[src/rtl/wta_tree_ctrl_pkg.sv]
// wta_tree_ctrl_pkg: shared state encoding, defaults and sideband entry type for the WTA tree sequencer.
package wta_tree_ctrl_pkg;
  localparam int STAGES_DEF = 4;
  localparam int XW_DEF = 11;
  localparam int YW_DEF = 10;
  localparam logic [1:0] S_IDLE = 2'd0;
  localparam logic [1:0] S_RUN = 2'd1;
  localparam logic [1:0] S_DRAIN = 2'd2;
  localparam logic [1:0] S_DONE = 2'd3;
  typedef struct packed {
    logic v;
    logic [XW_DEF-1:0] x;
    logic [YW_DEF-1:0] y;
    logic last;
  } sb_entry_t;
endpackage

[src/rtl/wta_sideband_pipe.sv]
// wta_sideband_pipe: enabled shift register carrying sideband alongside the comparator tree.
module wta_sideband_pipe #(
  parameter int DEPTH = 4,
  parameter int DW = 23
) (
  input  logic          clk,
  input  logic          rst,
  input  logic          i_en,
  input  logic [DW-1:0] i_d,
  output logic [DW-1:0] o_q
);
  logic [DW-1:0] r_q [DEPTH];
  always_ff @(posedge clk) begin
    if (rst) begin
      for (int k = 0; k < DEPTH; k++) r_q[k] <= '0;
    end else if (i_en) begin
      r_q[0] <= i_d;
      for (int k = 1; k < DEPTH; k++) r_q[k] <= r_q[k-1];
    end
  end
  assign o_q = r_q[DEPTH-1];
endmodule

[src/rtl/wta_tree_ctrl.sv]
// wta_tree_ctrl: sequences a frame of cost vectors through the WTA tree with stall and coordinate sideband.
module wta_tree_ctrl
  import wta_tree_ctrl_pkg::*;
#(
  parameter int STAGES = STAGES_DEF,
  parameter int XW = XW_DEF,
  parameter int YW = YW_DEF
) (
  input  logic          clk,
  input  logic          rst,
  input  logic          start,
  input  logic [XW-1:0] cfg_width,
  input  logic [YW-1:0] cfg_height,
  input  logic          in_valid,
  output logic          in_ready,
  output logic          tree_clken,
  output logic          tree_valid,
  output logic          tree_rst_n,
  output logic          out_valid,
  input  logic          out_ready,
  output logic [XW-1:0] out_x,
  output logic [YW-1:0] out_y,
  output logic          out_last,
  output logic          busy,
  output logic          done
);
  localparam int DW = XW + YW + 2;
  logic [1:0] r_state, w_nxt;
  logic [XW-1:0] r_x, r_wm1;
  logic [YW-1:0] r_y, r_hm1;
  logic w_go, w_acc, w_x_wrap, w_is_last, w_hs_last;
  logic [DW-1:0] w_q;
  assign tree_clken = ~(out_valid & ~out_ready);
  assign in_ready = (r_state == S_RUN) & tree_clken;
  assign w_acc = in_valid & in_ready;
  assign tree_valid = w_acc;
  assign tree_rst_n = ~rst;
  assign w_go = start & (cfg_width != '0) & (cfg_height != '0);
  assign w_x_wrap = r_x == r_wm1;
  assign w_is_last = w_x_wrap & (r_y == r_hm1);
  assign w_hs_last = out_valid & out_ready & out_last;
  assign busy = (r_state == S_RUN) | (r_state == S_DRAIN);
  assign done = r_state == S_DONE;
  always_comb begin
    w_nxt = r_state == S_IDLE  ? (w_go ? S_RUN : S_IDLE) :
            r_state == S_RUN   ? (w_acc & w_is_last ? S_DRAIN : S_RUN) :
            r_state == S_DRAIN ? (w_hs_last ? S_DONE : S_DRAIN) : S_IDLE;
  end
  always_ff @(posedge clk) begin
    if (rst) begin
      r_state <= S_IDLE;
      r_x <= '0;
      r_y <= '0;
      r_wm1 <= '0;
      r_hm1 <= '0;
    end else begin
      r_state <= w_nxt;
      if (r_state == S_IDLE && w_go) begin
        r_wm1 <= cfg_width - 1'b1;
        r_hm1 <= cfg_height - 1'b1;
        r_x <= '0;
        r_y <= '0;
      end else if (w_acc) begin
        r_x <= w_x_wrap ? '0 : r_x + 1'b1;
        r_y <= w_x_wrap ? r_y + 1'b1 : r_y;
      end
    end
  end
  // Entry travels with its vector; a bubble carries v=0 so the tree is never compacted.
  wta_sideband_pipe #(.DEPTH(STAGES), .DW(DW)) u_pipe (
    .clk  (clk),
    .rst  (rst),
    .i_en (tree_clken),
    .i_d  ({w_acc, r_x, r_y, w_acc & w_is_last}),
    .o_q  (w_q)
  );
  assign {out_valid, out_x, out_y, out_last} = w_q;
endmodule

[config.mk]
export PLATFORM = sky130hd
export DESIGN_NAME = wta_tree_ctrl
export DESIGN_NICKNAME = d
export VERILOG_FILES = /design/src/rtl/wta_tree_ctrl_pkg.sv /design/src/rtl/wta_sideband_pipe.sv /design/src/rtl/wta_tree_ctrl.sv
export SDC_FILE = /design/constraint.sdc
export NUM_CORES = 1
export LEC_CHECK = 0
export ABC_AREA = 1
export CAP_MARGIN = 20
export CORE_MARGIN = 1
export CORE_UTILIZATION = 45
export CTS_CLUSTER_SIZE = 14
export DETAILED_ROUTE_END_ITERATION = 12
export SLEW_MARGIN = 30
export SYNTH_ARGS = -nofsm -noshare
export SYNTH_HDL_FRONTEND = slang
export SYNTH_HIERARCHICAL = 1
export SYNTH_SLANG_ARGS = --single-unit
[constraint.sdc]
create_clock -name clk -period 4.9 [get_ports clk]
set_input_delay 0.735 -clock clk [delete_from_list [all_inputs] [get_ports clk]]
set_output_delay 0.735 -clock clk [all_outputs]
set_load 0.01 [all_outputs]
== After elaboration in Yosys (flattened, before gate mapping) ==
Memory sizes are Yosys's and may differ from the RTL's.
Index checks and enable logic that the tools add are counted.
Word-level totals
  register bits: 44
  latch bits: 0
  memory bits (writable): 92
  ROM bits: 0
  input bits: 26
  output and inout port bits: 29
  word-level logic and storage cells: 54
  memories kept: 1
Cells by class
  $add $sub $neg: 4
  multipliers: 0
  div/mod/pow operators: 0
  $lt $le $gt $ge: 0
  eq/ne operators: 5
  shift operators: 0
  mux-type cells: 16
  bitwise operators: 17
  reductions and logical operators: 6
Memory list
  u_pipe.r_q: depth 4, bits a word 23, rd ports 4, clocked after Yosys merged registers in 0, write ports 4, RTL line wta_sideband_pipe.sv:12  | logic [DW-1:0] r_q [DEPTH];
Operators with widths (count)
  $mux W23: 4
  $add A11 B1 Y11 const B: 1
  $eq A11 B11 Y1: 1
  $mux W11: 1
  $reduce_bool A11 Y1: 1
  $sub A11 B1 Y11 const B: 1
  $add A10 B1 Y10 const B: 1
  $eq A10 B10 Y1: 1
  $reduce_bool A10 Y1: 1
  $sub A10 B1 Y10 const B: 1
  $and A1 B1 Y1: 9
  $mux W2: 4
  $mux W1: 7
  $or A1 B1 Y1: 5
  $eq A2 B2 Y1 const B: 2
  $not A1 Y1: 3
  $eq A2 B1 Y1 const B: 1
  $logic_not A2 Y1: 1
  $reduce_and A2 Y1: 1
  $reduce_or A2 Y1: 1
  $logic_and A1 B1 Y1: 1

== Depth between registers and ports, before layout ==
Gate-level depths: netlist of run 1.
  depth in word-level cells: 9
  depth in mapped cells: 12
  mapped depth without buffers: 12

== Hierarchy ==
Netlist of run 1, hierarchy kept.
By module, submodules not included
  wta_sideband_pipe: times used 1, cells each 289, area each 3573.4 um^2, sequential area each 2762.6 um^2
  wta_tree_ctrl: times used 1, cells each 372, area each 2723.9 um^2, sequential area each 880.8 um^2

== Least setup slack after synthesis of run 1 ==
Ideal clock, no wire load.
  kind: in2reg
  start point: input out_ready
  end point: memory u_pipe.r_q[0][0] (enable)
  library setup time: 0.411 ns
  arrival: 2.086 ns
  required time: 4.489 ns
  path slack: 2.403 ns
  stages on the path: 3
  path buffers: 0
  cell sequence: inv_1 > nand2_2 > or2_2
RTL lines
  start, declared: RTL line wta_tree_ctrl.sv:20  | input logic out_ready,
  end, declared: RTL line wta_sideband_pipe.sv:12

== Worst setup path after layout of run 1 ==
  start point: input out_ready
  end point: output tree_valid
On the way
  cells in the longest elaborated chain, start to end: 5
Ends and longest elaborated chain
  $not A1 Y1: RTL line wta_tree_ctrl.sv:33  | assign tree_clken = ~(out_valid & ~out_ready);
  $and A1 B1 Y1: RTL line wta_tree_ctrl.sv:33
  $not A1 Y1: RTL line wta_tree_ctrl.sv:33
  $and A1 B1 Y1: RTL line wta_tree_ctrl.sv:34  | assign in_ready = (r_state == S_RUN) & tree_clken;
  $and A1 B1 Y1: RTL line wta_tree_ctrl.sv:35  | assign w_acc = in_valid & in_ready;
  end, declared: RTL line wta_tree_ctrl.sv:17  | output logic tree_valid,
No other way between the ends.

==> impl_metrics.py, run 1 <==
metrics = {
    "run_status": {
        "outcome": "complete, no violations",
    },
    "clocking": {
        "cts_hold_buffers": 0,
        "cts.repair_timing.setup_buffer_count": 0,
        "htree_levels": 4,
        "tritoncts": "done",
        "clk_transition_reported_paths_ns": 0.06,
        "postCtsResizedCells": 0,
        "cts-buffers-inserted": 17,
        "clk_path_buf_depth": 2,
        "tritoncts_num_sinks": 136,
        "root_buffer": "sky130_fd_sc_hd__clkbuf_16",
        "worstSkewPairLatency_ns": 0.41,
    },
    "yosys": {
        "ys_seq_elements": 136,
        "synth_common_cells": "sky130_fd_sc_hd__inv_1 (136), sky130_fd_sc_hd__nor2_1 (123), sky130_fd_sc_hd__nand2_1 (104)",
        "yosys-top-cells-area": "sky130_fd_sc_hd__edfxtp_1 (44%), sky130_fd_sc_hd__dfxtp_1 (14%), sky130_fd_sc_hd__inv_1 (8.1%), sky130_fd_sc_hd__nor2_1 (7.3%), sky130_fd_sc_hd__nand2_1 (6.2%)",
        "synthesis.yosys.warnings": 6,
        "yosys_most_used_dff": "sky130_fd_sc_hd__edfxtp_1",
        "synth_sequential_area_ratio_pct": 57.9,
        "yosysTopAreaCellShare_pct": 43.9,
        "synth.distinct_cells": 33,
        "synth_enable_flop_cells": 92,
        "synthesis.instances": 661,
        "synth.net_count": 697,
        "cell_area_synth_sq_um": 6300,
        "synth_most_common_cell": "sky130_fd_sc_hd__inv_1",
        "synth-async-reset-ratio_pct": 0,
        "synth_top_cell_by_area": "sky130_fd_sc_hd__edfxtp_1",
        "avgSynthCellArea_sq_um": 9.53,
    },
    "routing": {
        "postRouteWirelength_mm": 9.49,
        "vias": 4111,
        "drt_first_iter_violations": 167,
        "ant_nets": 0,
        "dr.pass1.iters": 4,
        "vias_per_cell": 4.51,
        "route.detailed.drc": 0,
        "drt-wirelength-per-cell_um": 10.4,
    },
    "sta": {
        "grt_setup_unrepaired": "false",
        "finalMaxSlewViolations": 0,
        "finalHoldWorstSlack_ns": 0.471,
        "timing.slew.headroom_pct": 42.9,
        "max_slew.worst_pin.slew_ns": 0.853,
        "finClkSkew_ns": 0.00905,
        "finalSetupViolCount": 0,
        "timing_hold_violations_final": 0,
        "fin_tns_setup_ns": 0,
        "finalCritPeriodShare_pct": 62.3,
        "max_freq_mhz": 327,
        "layout_min_cycle_time_ns": 3.05,
        "final.setup.worst_slack_ns": 1.85,
    },
    "pwr": {
        "seq_power_share_pct": 46.8,
        "comb_power_share_pct": 5.6,
        "sw_frac_of_total_pct": 20.0,
        "worst_case_vdd_ir_drop_mv": 0.272,
        "power_density_nw_per_um2": 351,
        "netSwitchingPower_uw": 531,
        "p_int_mw": 2.12,
        "power.leakage_nw": 2.94,
        "clkPwrFrac_pct": 47.6,
    },
    "finish": {
        "drive_gt1_share_pct": 9.24,
        "fin_area_sq_um": 7550,
        "area_growth_syn_to_fin_pct": 19.9,
        "layout.nets": 759,
        "antenna-diode-count": 0,
    },
    "critical_path": {
        "path_max_fanout": 9,
        "endpoint": "tree_valid",
        "cp_launch_point": "out_ready",
        "r2r_end": "u_pipe/r_q[1][21]",
        "reg2reg_depth": 4,
        "crit_path_start_kind": "input pin",
        "regToRegSetupSlack_ns": 2.96,
        "critical_r2r_launch": "u_pipe/r_q[3][22]",
        "timing.setup.critical_path_class": "input pin to output port",
        "critPathArrivalTime_ns": 2.32,
        "cp_data_required_time_ns": 4.16,
        "worstSetupEndpointType": "output port",
    },
    "grt": {
        "grt_first_pass_wirelength_mm": 16.2,
        "pin_count_of_the_biggest_net_entering_global_routing": 79,
        "globalRoute.totalOverflow": 0,
        "vias_in_the_first_global_route": 3830,
        "number_of_antenna_violations_at_the_first_check_in_global_routing": 0,
        "grt_usage_pct": 14.3,
    },
    "worst_hold_path": {
        "holdCritPathClass": "register to register",
    },
    "die": {
        "floorplan.initialDensity_pct": 46.8,
        "ios": 55,
        "die_area_sq_um": 14500,
        "width_of_the_die_um": 120,
        "floorplan.rows": 42,
        "core_region_area_sq_um": 13500,
        "floorplan.die.height_um": 120,
    },
    "placement": {
        "placedInstanceArea_sq_um": 6930,
        "buffer_ports.inserted": 54,
        "finalWeightedCongestion": 0.813,
        "setup_ws_pre_cts_ns": 1.86,
        "place_hpwl_mm": 6.47,
    },
    "run": {
        "timing.max_cap.violations": 0,
    },
}
## final cells by class
class	count	area [sq um]
flip-flops and latches	136	3640
inverters	142	543
well taps	176	220
clock inverters	5	50.0
repair buffers	58	583
multi-input cells	368	1960
clock buffers	27	557
fillers	1234	5900
## cells in the final DEF, fill, tap and decap left out, drive strengths merged, types with 7 or more instances in the layout
cell type	count
dfxtp	44
nand3	18
nand2	110
nor3	13
nand4	7
o22ai	8
inv	142
xnor2	11
edfxtp	92
clkbuf	27
nor2	130
o21ai	15
clkdlybuf4s50	54
xor2	28
a21oi	14
ha	10
## power groups by stage
stage / clock network, mW / logic [mW] / registers, mW
finish: 1.26 / 0.148 / 1.24
global route: 1.34 / 0.165 / 1.24
CTS: 1.28 / 0.151 / 1.24
detailed placement: 0 / 0.150 / 1.27
global placement: 0 / 0.148 / 1.27
floorplan: 0 / 0.107 / 1.26
## worst min-delay path by stage
stage / endpoint / cells after the start / start
after global routing: r_wm1[6] / 2 / r_wm1[6]
final: r_wm1[3] / 2 / r_wm1[3]
after global placement: r_wm1[3] / 2 / r_wm1[3]
after CTS: r_wm1[6] / 2 / r_wm1[6]
after detailed placement: r_wm1[6] / 2 / r_wm1[6]
after floorplan: r_wm1[3] / 2 / r_wm1[3]
## cell families (layout without fill, tap and decap cells)
kind of cell,Yosys count,in the layout,synth area share [%]
compound gates,40,40,4.41
xor+xnor,39,39,5.42
flops,136,136,57.9
simple gates,279,279,19.2
buf+inv,157,232,11.1
fa+ha+maj,10,10,1.99
## through the flow
step | total power, mW | util [%] | std cells
6_report | 2.65 | 56.1 | 912
5_1_grt | 2.74 | 56.1 | 912
4_1_cts | 2.68 | 56.0 | 911
3_5_place_dp | 1.42 | 51.5 | 879
3_3_place_gp | 1.41 | 51.5 | 879
2_1_floorplan | 1.37 | - | 661
## layer usage
metal / part of all wire (%) / global-route usage [%]
met1: 45 / 15.5
met2: 49 / 25.3
met3: 4.3 / 5.19
met4: 1.2 / 5.71
met5: 0 / 0
## worst max-delay path, cell delays in order
cell                              delay [ns]
sky130_fd_sc_hd__clkdlybuf4s50_1        0.49
sky130_fd_sc_hd__inv_1                  0.07
sky130_fd_sc_hd__nand2_2                0.12
sky130_fd_sc_hd__nand3_4                0.13
sky130_fd_sc_hd__inv_2                  0.20
sky130_fd_sc_hd__clkdlybuf4s50_1        0.58
## flip-flops by register name, indices dropped and copies added, names as in the netlist
| register | flops |
|---|---|
| r_hm1 | 10 |
| r_state | 2 |
| r_wm1 | 11 |
| r_x | 11 |
| r_y | 10 |
| u_pipe/r_q | 92 |
No activity file was read; power rests on OpenSTA's default activity.
==> run 2: changes to the inputs <==
--- a/config.mk
+++ b/config.mk
@@ -11,6 +11,7 @@
 export CORE_UTILIZATION = 45
 export CTS_CLUSTER_SIZE = 14
 export DETAILED_ROUTE_END_ITERATION = 12
+export PLACE_DENSITY = 0.67
 export SLEW_MARGIN = 30
 export SYNTH_ARGS = -nofsm -noshare
 export SYNTH_HDL_FRONTEND = slang
==> constraint.sdc (replaced) <==
create_clock -name clk -period 2.73 [get_ports clk]
set_input_delay 0.4095 -clock clk [delete_from_list [all_inputs] [get_ports clk]]
set_output_delay 0.4095 -clock clk [all_outputs]
set_load 0.01 [all_outputs]
==> run 2 against run 1 <==
Compared with the run above: via count down 0.46%; power up 83%; first-iteration DRC count up 83%; sequential share of layout area down 0.21 points; clock power up 87%; wire length up 5.2%; combinational power up 83%; critical path type unchanged; highest routed layer unchanged.
==> impl_metrics.py, run 2 (same netlist as run 1, synthesis figures left out) <==
metrics = {
    "run_status": {
        "outcome": "complete, no violations",
    },
    "clocking": {
        "cts.repair_timing.setup_buffer_count": 0,
        "cts-buffers-inserted": 17,
        "worstSkewPairLatency_ns": 0.41,
        "cts_hold_buffers": 0,
        "htree_levels": 4,
        "root_buffer": "sky130_fd_sc_hd__clkbuf_16",
        "postCtsResizedCells": 0,
        "tritoncts_num_sinks": 136,
        "clk_path_buf_depth": 2,
        "tritoncts": "done",
        "clk_transition_reported_paths_ns": 0.05,
    },
    "routing": {
        "route.detailed.drc": 0,
        "vias": 4092,
        "drt_first_iter_violations": 305,
        "vias_per_cell": 4.49,
        "postRouteWirelength_mm": 9.99,
        "drt-wirelength-per-cell_um": 10.9,
        "ant_nets": 0,
        "dr.pass1.iters": 5,
    },
    "pwr": {
        "power_density_nw_per_um2": 641,
        "netSwitchingPower_uw": 946,
        "worst_case_vdd_ir_drop_mv": 0.482,
        "comb_power_share_pct": 5.6,
        "power.leakage_nw": 2.96,
        "sw_frac_of_total_pct": 19.4,
        "seq_power_share_pct": 45.8,
        "clkPwrFrac_pct": 48.6,
        "p_int_mw": 3.92,
    },
    "die": {
        "core_region_area_sq_um": 13500,
        "width_of_the_die_um": 120,
        "die_area_sq_um": 14500,
        "floorplan.die.height_um": 120,
        "floorplan.initialDensity_pct": 46.8,
        "floorplan.rows": 42,
        "ios": 55,
    },
    "finish": {
        "largest_reg_flops": 92,
        "final.fill_count": 1184,
        "layout.nets": 759,
        "largest_registers": "u_pipe/r_q: 92 flops, r_wm1: 11 flops, r_x: 11 flops",
        "finish.cell_count_without_fillers": 912,
        "fin_area_sq_um": 7590,
        "area_growth_syn_to_fin_pct": 20.5,
        "layout_commonest_cell": "sky130_fd_sc_hd__inv_1",
        "largest-register": "u_pipe/r_q",
        "most_frequent_cells_in_the_layout": "sky130_fd_sc_hd__inv_1 (136), sky130_fd_sc_hd__nor2_1 (123), sky130_fd_sc_hd__nand2_1 (103)",
        "antenna-diode-count": 0,
        "utilization_pct": 56.4,
        "drive_gt1_share_pct": 8.97,
    },
    "critical_path": {
        "crit_path_start_kind": "input pin",
        "slowest_stage": "sky130_fd_sc_hd__clkdlybuf4s50_1",
        "worstSetupEndpointType": "output port",
        "timing.setup.critical_path_class": "input pin to output port",
        "path_max_fanout": 9,
        "cp_data_required_time_ns": 2.32,
        "path_common_cell": "sky130_fd_sc_hd__clkdlybuf4s50_1",
        "cp_slowest_stage_delay_ns": 0.57,
        "critPathArrivalTime_ns": 1.99,
        "critical_path.cell_chain": "clkdlybuf4s50_1 -> inv_1 -> nand2_2 -> nand3_4 -> inv_2 -> clkdlybuf4s50_1",
    },
    "sta": {
        "finalSetupViolCount": 0,
        "timing_hold_violations_final": 0,
        "finalMaxSlewViolations": 0,
        "layout_min_cycle_time_ns": 2.40,
        "finalCritPeriodShare_pct": 87.9,
        "finClkSkew_ns": 0.00636,
        "fin_tns_setup_ns": 0,
        "timing.slew.headroom_pct": 72.4,
        "final.setup.worst_slack_ns": 0.330,
        "grt_setup_unrepaired": "false",
        "max_freq_mhz": 417,
        "max_slew.worst_pin.slew_ns": 0.411,
    },
    "grt": {
        "number_of_antenna_violations_at_the_first_check_in_global_routing": 0,
        "grt_first_pass_wirelength_mm": 17.6,
        "pin_count_of_the_biggest_net_entering_global_routing": 93,
        "globalRoute.totalOverflow": 0,
        "vias_in_the_first_global_route": 4035,
        "grt_usage_pct": 15.3,
    },
    "run": {
        "timing.max_cap.violations": 0,
    },
    "placement": {
        "buffer_ports.inserted": 54,
        "post-place-cells": 880,
        "setup_ws_pre_cts_ns": 0.338,
        "place_hpwl_mm": 6.86,
        "placedInstanceArea_sq_um": 6970,
        "finalWeightedCongestion": 0.841,
    },
    "worst_hold_path": {
        "holdCritPathClass": "register to register",
    },
}
-- run 2: per-layer routing --
layer	part of all wire, %	track usage, %	vias up
met5	0	0	-
met4	0.89	5.25	0
met3	4.3	4.91	8
met2	50	26.6	83
met1	45	17.8	1828
li1	-	-	2173
-- run 2: power groups by stage --
stage	registers (mW)	logic, mW	clock network [mW]
2_1_floorplan	2.27	0.192	0
3_3_place_gp	2.27	0.265	0
3_5_place_dp	2.27	0.272	0
4_1_cts	2.23	0.273	2.41
5_1_grt	2.23	0.303	2.51
6_report	2.23	0.271	2.36
-- run 2: layout make-up --
class | instances | area [sq um] | share of cell area [%]
clock buffer | 19 | 433 | 5.71
clock inverter | 13 | 183 | 2.41
inverter | 142 | 543 | 7.16
multi-input combinational | 368 | 1960 | 25.8
sequential | 136 | 3640 | 48.0
tap | 176 | 220 | 2.90
timing repair buffer | 58 | 608 | 8.01
-- run 2: worst paths after layout --
check                     from               end  slack (ns)  cells after the start
max                  out_ready        tree_valid        0.33                      6
min reg2reg           r_wm1[6]          r_wm1[6]        0.47                      2
min                   r_wm1[6]          r_wm1[6]        0.47                      2
max reg2reg  u_pipe/r_q[3][22]  u_pipe/r_q[2][1]        1.07                      3
-- run 2: critical path: cells and delay by family --
| family | cells | cell delay [ns] |
|---|---|---|
| AND/OR/NAND/NOR | 2 | 0.25 |
| buffers and inverters | 4 | 1.33 |
-- run 2: metrics by stage --
step	hold WS, ns	power, mW
after global placement	0.462	2.54
after CTS	0.468	4.91
after global routing	0.496	5.04
after detailed placement	0.460	2.54
final	0.466	4.87
after floorplan	0.437	2.46
